$ cat config.mk
export PLATFORM = sky130hd
export DESIGN_NAME = plab4_net_tdm_output_sched_flat
export DESIGN_NICKNAME = d
export VERILOG_FILES = /design/src/rtl/plab4_net_tdm_output_sched_if.sv /design/src/rtl/plab4_net_tdm_output_sched.sv /design/src/flat_wrapper.sv
export SDC_FILE = /design/constraint.sdc
export NUM_CORES = 1
export LEC_CHECK = 0
export BUFFER_PORTS_ARGS = -buffer_cell sky130_fd_sc_hd__buf_4
export CORE_UTILIZATION = 53
export DETAILED_ROUTE_END_ITERATION = 16
export PLACE_DENSITY = 0.77
export SETUP_SLACK_MARGIN = 0.05
export SYNTH_ARGS = -nofsm -noshare
export SYNTH_HDL_FRONTEND = slang
export SYNTH_SLANG_ARGS = --single-unit
$ cat constraint.sdc
create_clock -name clk -period 1.86 [get_ports clk]
set_input_delay 0.093 -clock clk [delete_from_list [all_inputs] [get_ports clk]]
set_output_delay 0.093 -clock clk [all_outputs]
set_load 0.05 [all_outputs]
$ cat src/rtl/plab4_net_tdm_output_sched_if.sv
// Shared-output-port bundle: per-domain requests/grants, downstream ready,
// and the crossbar/ownership indications.
interface plab4_net_tdm_output_sched_if;
  logic [2:0] reqs_d0;
  logic [2:0] reqs_d1;
  logic       out_rdy;
  logic [2:0] grants_d0;
  logic [2:0] grants_d1;
  logic       out_val;
  logic [1:0] xbar_sel;
  logic       cur_domain;

  modport master (
    output reqs_d0, reqs_d1, out_rdy,
    input  grants_d0, grants_d1, out_val, xbar_sel, cur_domain
  );

  modport slave (
    input  reqs_d0, reqs_d1, out_rdy,
    output grants_d0, grants_d1, out_val, xbar_sel, cur_domain
  );
endinterface

$ cat src/rtl/plab4_net_tdm_output_sched.sv
// Time-division output scheduler: two domains alternate ownership of one output
// port in fixed slots separated by dead (drain) intervals; round robin within a domain.
//
// state | meaning
// SLOT0 | domain 0 owns the port, grants allowed to domain 0
// DEAD0 | domain 0 drain interval, no grants
// SLOT1 | domain 1 owns the port, grants allowed to domain 1
// DEAD1 | domain 1 drain interval, no grants
module plab4_net_tdm_output_sched #(
  parameter int unsigned p_slot_len = 8,
  parameter int unsigned p_dead_len = 2
) (
  input logic                         clk,
  input logic                         reset,
  plab4_net_tdm_output_sched_if.slave port
);

  typedef enum logic [1:0] {SLOT0, DEAD0, SLOT1, DEAD1} state_t;

  localparam logic [7:0] SLOT_LEN = 8'(p_slot_len);
  localparam logic [7:0] DEAD_LEN = 8'(p_dead_len);

  state_t     state;
  logic [7:0] cnt;
  logic [2:0] ptr_d0;
  logic [2:0] ptr_d1;
  logic       dom_q;
  logic [2:0] grant_d0_c;
  logic [2:0] grant_d1_c;
  logic [2:0] grant_act;

  // Rotate so the pointer position sits at bit 0, fixed-priority pick, rotate back.
  function automatic logic [2:0] rr_pick(input logic [2:0] reqs, input logic [2:0] ptr);
    logic [2:0] rot;
    logic [2:0] pick;
    logic [2:0] g;
    case (ptr)
      3'b010:  rot = {reqs[0], reqs[2], reqs[1]};
      3'b100:  rot = {reqs[1], reqs[0], reqs[2]};
      default: rot = reqs;
    endcase
    if (rot[0])      pick = 3'b001;
    else if (rot[1]) pick = 3'b010;
    else if (rot[2]) pick = 3'b100;
    else             pick = 3'b000;
    case (ptr)
      3'b010:  g = {pick[1], pick[0], pick[2]};
      3'b100:  g = {pick[0], pick[2], pick[1]};
      default: g = pick;
    endcase
    return g;
  endfunction

  always_ff @(posedge clk) begin
    if (reset) begin
      state  <= SLOT0;
      cnt    <= SLOT_LEN;
      ptr_d0 <= 3'b001;
      ptr_d1 <= 3'b001;
      dom_q  <= 1'b0;
    end else begin
      if (cnt == 8'd1) begin
        case (state)
          SLOT0: begin state <= DEAD0; cnt <= DEAD_LEN; end
          DEAD0: begin state <= SLOT1; cnt <= SLOT_LEN; dom_q <= 1'b1; end
          SLOT1: begin state <= DEAD1; cnt <= DEAD_LEN; end
          default: begin state <= SLOT0; cnt <= SLOT_LEN; dom_q <= 1'b0; end
        endcase
      end else begin
        cnt <= cnt - 8'd1;
      end
      // Next search starts just past the winner.
      if (|grant_d0_c) ptr_d0 <= {grant_d0_c[1:0], grant_d0_c[2]};
      if (|grant_d1_c) ptr_d1 <= {grant_d1_c[1:0], grant_d1_c[2]};
    end
  end

  always_comb begin
    grant_d0_c = 3'b000;
    grant_d1_c = 3'b000;
    if (!reset && port.out_rdy) begin
      if (state == SLOT0) grant_d0_c = rr_pick(port.reqs_d0, ptr_d0);
      if (state == SLOT1) grant_d1_c = rr_pick(port.reqs_d1, ptr_d1);
    end
  end

  assign grant_act       = dom_q ? grant_d1_c : grant_d0_c;
  assign port.grants_d0  = grant_d0_c;
  assign port.grants_d1  = grant_d1_c;
  assign port.out_val    = (|grant_d0_c) | (|grant_d1_c);
  assign port.xbar_sel   = (grant_act == 3'b001) ? 2'd0 :
                           (grant_act == 3'b010) ? 2'd1 : 2'd2;
  assign port.cur_domain = dom_q & ~reset;

endmodule

$ cat src/flat_wrapper.sv
// flat-port wrapper written by rule: the top's interface ports become plain ports
module plab4_net_tdm_output_sched_flat 
#(
  parameter int unsigned p_slot_len = 8,
  parameter int unsigned p_dead_len = 2
)
  (clk, reset, port_reqs_d0, port_reqs_d1, port_out_rdy, port_grants_d0, port_grants_d1, port_out_val, port_xbar_sel, port_cur_domain);
  plab4_net_tdm_output_sched_if port_i ();
  input logic clk;
  input logic reset;
  input wire logic [$bits(port_i.reqs_d0)-1:0] port_reqs_d0;
  input wire logic [$bits(port_i.reqs_d1)-1:0] port_reqs_d1;
  input wire logic [$bits(port_i.out_rdy)-1:0] port_out_rdy;
  output wire logic [$bits(port_i.grants_d0)-1:0] port_grants_d0;
  output wire logic [$bits(port_i.grants_d1)-1:0] port_grants_d1;
  output wire logic [$bits(port_i.out_val)-1:0] port_out_val;
  output wire logic [$bits(port_i.xbar_sel)-1:0] port_xbar_sel;
  output wire logic [$bits(port_i.cur_domain)-1:0] port_cur_domain;
  assign port_i.reqs_d0 = port_reqs_d0;
  assign port_i.reqs_d1 = port_reqs_d1;
  assign port_i.out_rdy = port_out_rdy;
  assign port_grants_d0 = port_i.grants_d0;
  assign port_grants_d1 = port_i.grants_d1;
  assign port_out_val = port_i.out_val;
  assign port_xbar_sel = port_i.xbar_sel;
  assign port_cur_domain = port_i.cur_domain;
  plab4_net_tdm_output_sched #(.p_slot_len(p_slot_len), .p_dead_len(p_dead_len)) u_core (.clk(clk), .reset(reset), .port(port_i));
endmodule
==> impl_metrics.env <==
export IMPL_period_minus_slack_ps=1830
export IMPL_p_per_area_nw_per_um2=757
export IMPL_clkLatencyLatePin_ps=300
export IMPL_die_w_um=45.7
export IMPL_drt_initial_drc_count=27
export IMPL_antenna_found_initial=0
export IMPL_ys_flop_type="dfxtp_1"
export IMPL_vias=954
export IMPL_cts_root_buf="clkbuf_4"
export IMPL_worst_pin_slew_ps=332
export IMPL_rows=15
export IMPL_hpwl_um=1580
export IMPL_setup_violations_final=0
export IMPL_grt_pass1_wl_um=3660
export IMPL_pwr_share_seq=0.470
export IMPL_detail_route_antenna_nets=0
export IMPL_cts_tree="yes"
export IMPL_routed_wirelength_um=2440
export IMPL_initial_utilization=0.574
export IMPL_ios=19
export IMPL_fillers=131
export IMPL_synthTopCellsByArea="dfxtp_1 (34%), ha_1 (7.4%), nor2_1 (5.9%)"
export IMPL_whs_ps=62.8
export IMPL_viasPerCell=5.55
export IMPL_ys_seq_elements=17
export IMPL_final_nets=163
export IMPL_coreArea_um2=1760
export IMPL_synth_edf_count=0
export IMPL_port_buffers=18
export IMPL_hold_viol_final=0
export IMPL_slew_viol_final=0
export IMPL_syn_num_nets=132
export IMPL_track_usage=0.244
export IMPL_place_ws_ps=126
export IMPL_crit_path_end_kind="output pin"
export IMPL_rsz0062_at_grt="yes"
export IMPL_ys_warn_count=0
export IMPL_drive_above_1_share=0.381
export IMPL_status="finished, final reports clean"
export IMPL_synth_top_area_cell="dfxtp_1"
export IMPL_die_h_um=45.7
export IMPL_p_sw_frac=0.359
export IMPL_ir_drop_v=0.000510
export IMPL_cp_start_kind="flip-flop"
export IMPL_syn_avg_cell_area_um2=8.65
export IMPL_max_freq_mhz=546
export IMPL_diodes=0
export IMPL_setup_slack_ps=26.9
export IMPL_synth_commonest_cells="dfxtp_1 (17), nor2_1 (16), inv_1 (8)"
export IMPL_synth_seq_area_share=0.336
export IMPL_h_tree_depth=1
export IMPL_switchingPower_uw=373
export IMPL_combPwrFrac=0.333
export IMPL_numCtsBuffers=3
export IMPL_dieArea_um2=2090
export IMPL_grt_pass1_vias=830
export IMPL_place_congestion=0.747
export IMPL_clkPwrFrac=0.198
export IMPL_clock_sinks=17
export IMPL_hold_path_class="input port to flip-flop"
export IMPL_areaGrowthSynthToFinish_pct=35.7
export IMPL_synth_top_cell_area_share=0.336
export IMPL_hold_buffers=0
export IMPL_overflow=0
export IMPL_skew_ps=9.14
export IMPL_synth_cell_type_count=39
export IMPL_routedWlPerCell_um=14.2
export IMPL_crit_arrival_ps=1740
export IMPL_netlist_area_um2=1010
export IMPL_fin_setup_tns_ps=0
export IMPL_internal_power_uw=667
export IMPL_p_leak_uw=0.000595
export IMPL_synth_cells=117
export IMPL_slew_headroom=0.775
export IMPL_yosys_cell_count_top_type="dfxtp_1"
export IMPL_first_pass_iters=4
export IMPL_crit_fanout=3
export IMPL_clk_path_buf_depth=2
export IMPL_crit_type="flip-flop to output pin"
export IMPL_cp_data_required_time_ps=1770
export IMPL_min_period_over_period=0.986
export IMPL_grt_max_degree=17
export IMPL_cap_violations=0
export IMPL_path_clk_slew_ps=110
export IMPL_synth_async_reset_ratio=0
export IMPL_drc=0
area by class of cell:
cell class	instances	area, µm²	area share
Clock buffer	3	22.5	0.0164
Clock inverter	1	5.00	0.00364
Inverter	8	35.0	0.0255
Multi-Input combinational cell	91	702	0.511
Sequential cell	17	349	0.254
Tap cell	25	31.3	0.0228
Timing Repair Buffer	27	229	0.167
worst max-delay path, cell delays in order (launching register included):
cell and delay (ps):
dfxtp_4 390, inv_4 40, ha_4 140, and3b_2 220, buf_4 140, nor4b_1 140
a31oi_2 180, buf_6 180
path summary, 6_finish.rpt:
path / slack, ps / end / cells after the start / from
setup / recovery: 30 / port_xbar_sel[1] / 7 / u_core.state[1]$_SDFFE_PP0P_
hold reg to reg: 490 / u_core.cnt[6]$_SDFF_PP0_ / 2 / u_core.cnt[6]$_SDFF_PP0_
hold / removal: 60 / u_core.state[0]$_SDFFE_PP0P_ / 2 / reset
setup reg to reg: 360 / u_core.ptr_d1[0]$_SDFFE_PP1P_ / 5 / u_core.ptr_d1[2]$_SDFFE_PP0P_
through the flow:
step                       util  std cells  cell area [µm²]  power [µW]
after floorplan               -        117             1020         725
after global placement    0.672        159             1180         790
after detailed placement  0.672        159             1180         803
after CTS                 0.738        169             1300        1020
after global routing      0.779        172             1370        1110
final                     0.779        172             1370        1040
layout by cell type (no fill, tap or decap), types with 3 or more instances in the layout:
| cell | count |
|---|---|
| buf_4 | 21 |
| buf_6 | 5 |
| or3_1 | 3 |
| xor2_1 | 4 |
| ha_1 | 4 |
| nand2b_1 | 4 |
| nand2_1 | 7 |
| o21ai_0 | 4 |
| inv_1 | 5 |
| clkbuf_4 | 3 |
| a21oi_1 | 6 |
| dfxtp_2 | 4 |
| nor2_1 | 15 |
| dfxtp_1 | 12 |
per-layer routing:
layer,part of all wire,up-vias,global-route usage
met3,0.019,4,0.0357
met5,0,-,0
li1,-,481,-
met1,0.46,456,0.320
met2,0.51,13,0.411
met4,0.011,0,0.0706
power groups by stage:
stage / logic (µW) / registers, µW / clock network, µW
floorplan: 240 / 485 / 0
global placement: 296 / 494 / 0
detailed placement: 305 / 498 / 0
CTS: 328 / 489 / 204
global route: 392 / 499 / 219
finish: 346 / 489 / 205
timing repair:
item,in CTS,in global routing
endpoints found under the setup margin,6,6
pin swaps,5,4
gates resized for setup,17,12
setup buffers,6,3
sequential cells by signal, indices dropped and copies added (netlist names):
signal	count
u_core.ptr_d0	3
u_core.cnt	8
u_core.ptr_d1	3
u_core.state	2
u_core.dom_q	1
kinds of logic after synthesis:
kind of cell,after synthesis,synth area share
flops,17,0.336
buf+inv,9,0.0334
mux,3,0.0309
xor+xnor,5,0.0433
fa+ha+maj,6,0.0742
simple gates,51,0.308
compound gates,26,0.174
Power figures use the tool's default switching activity.
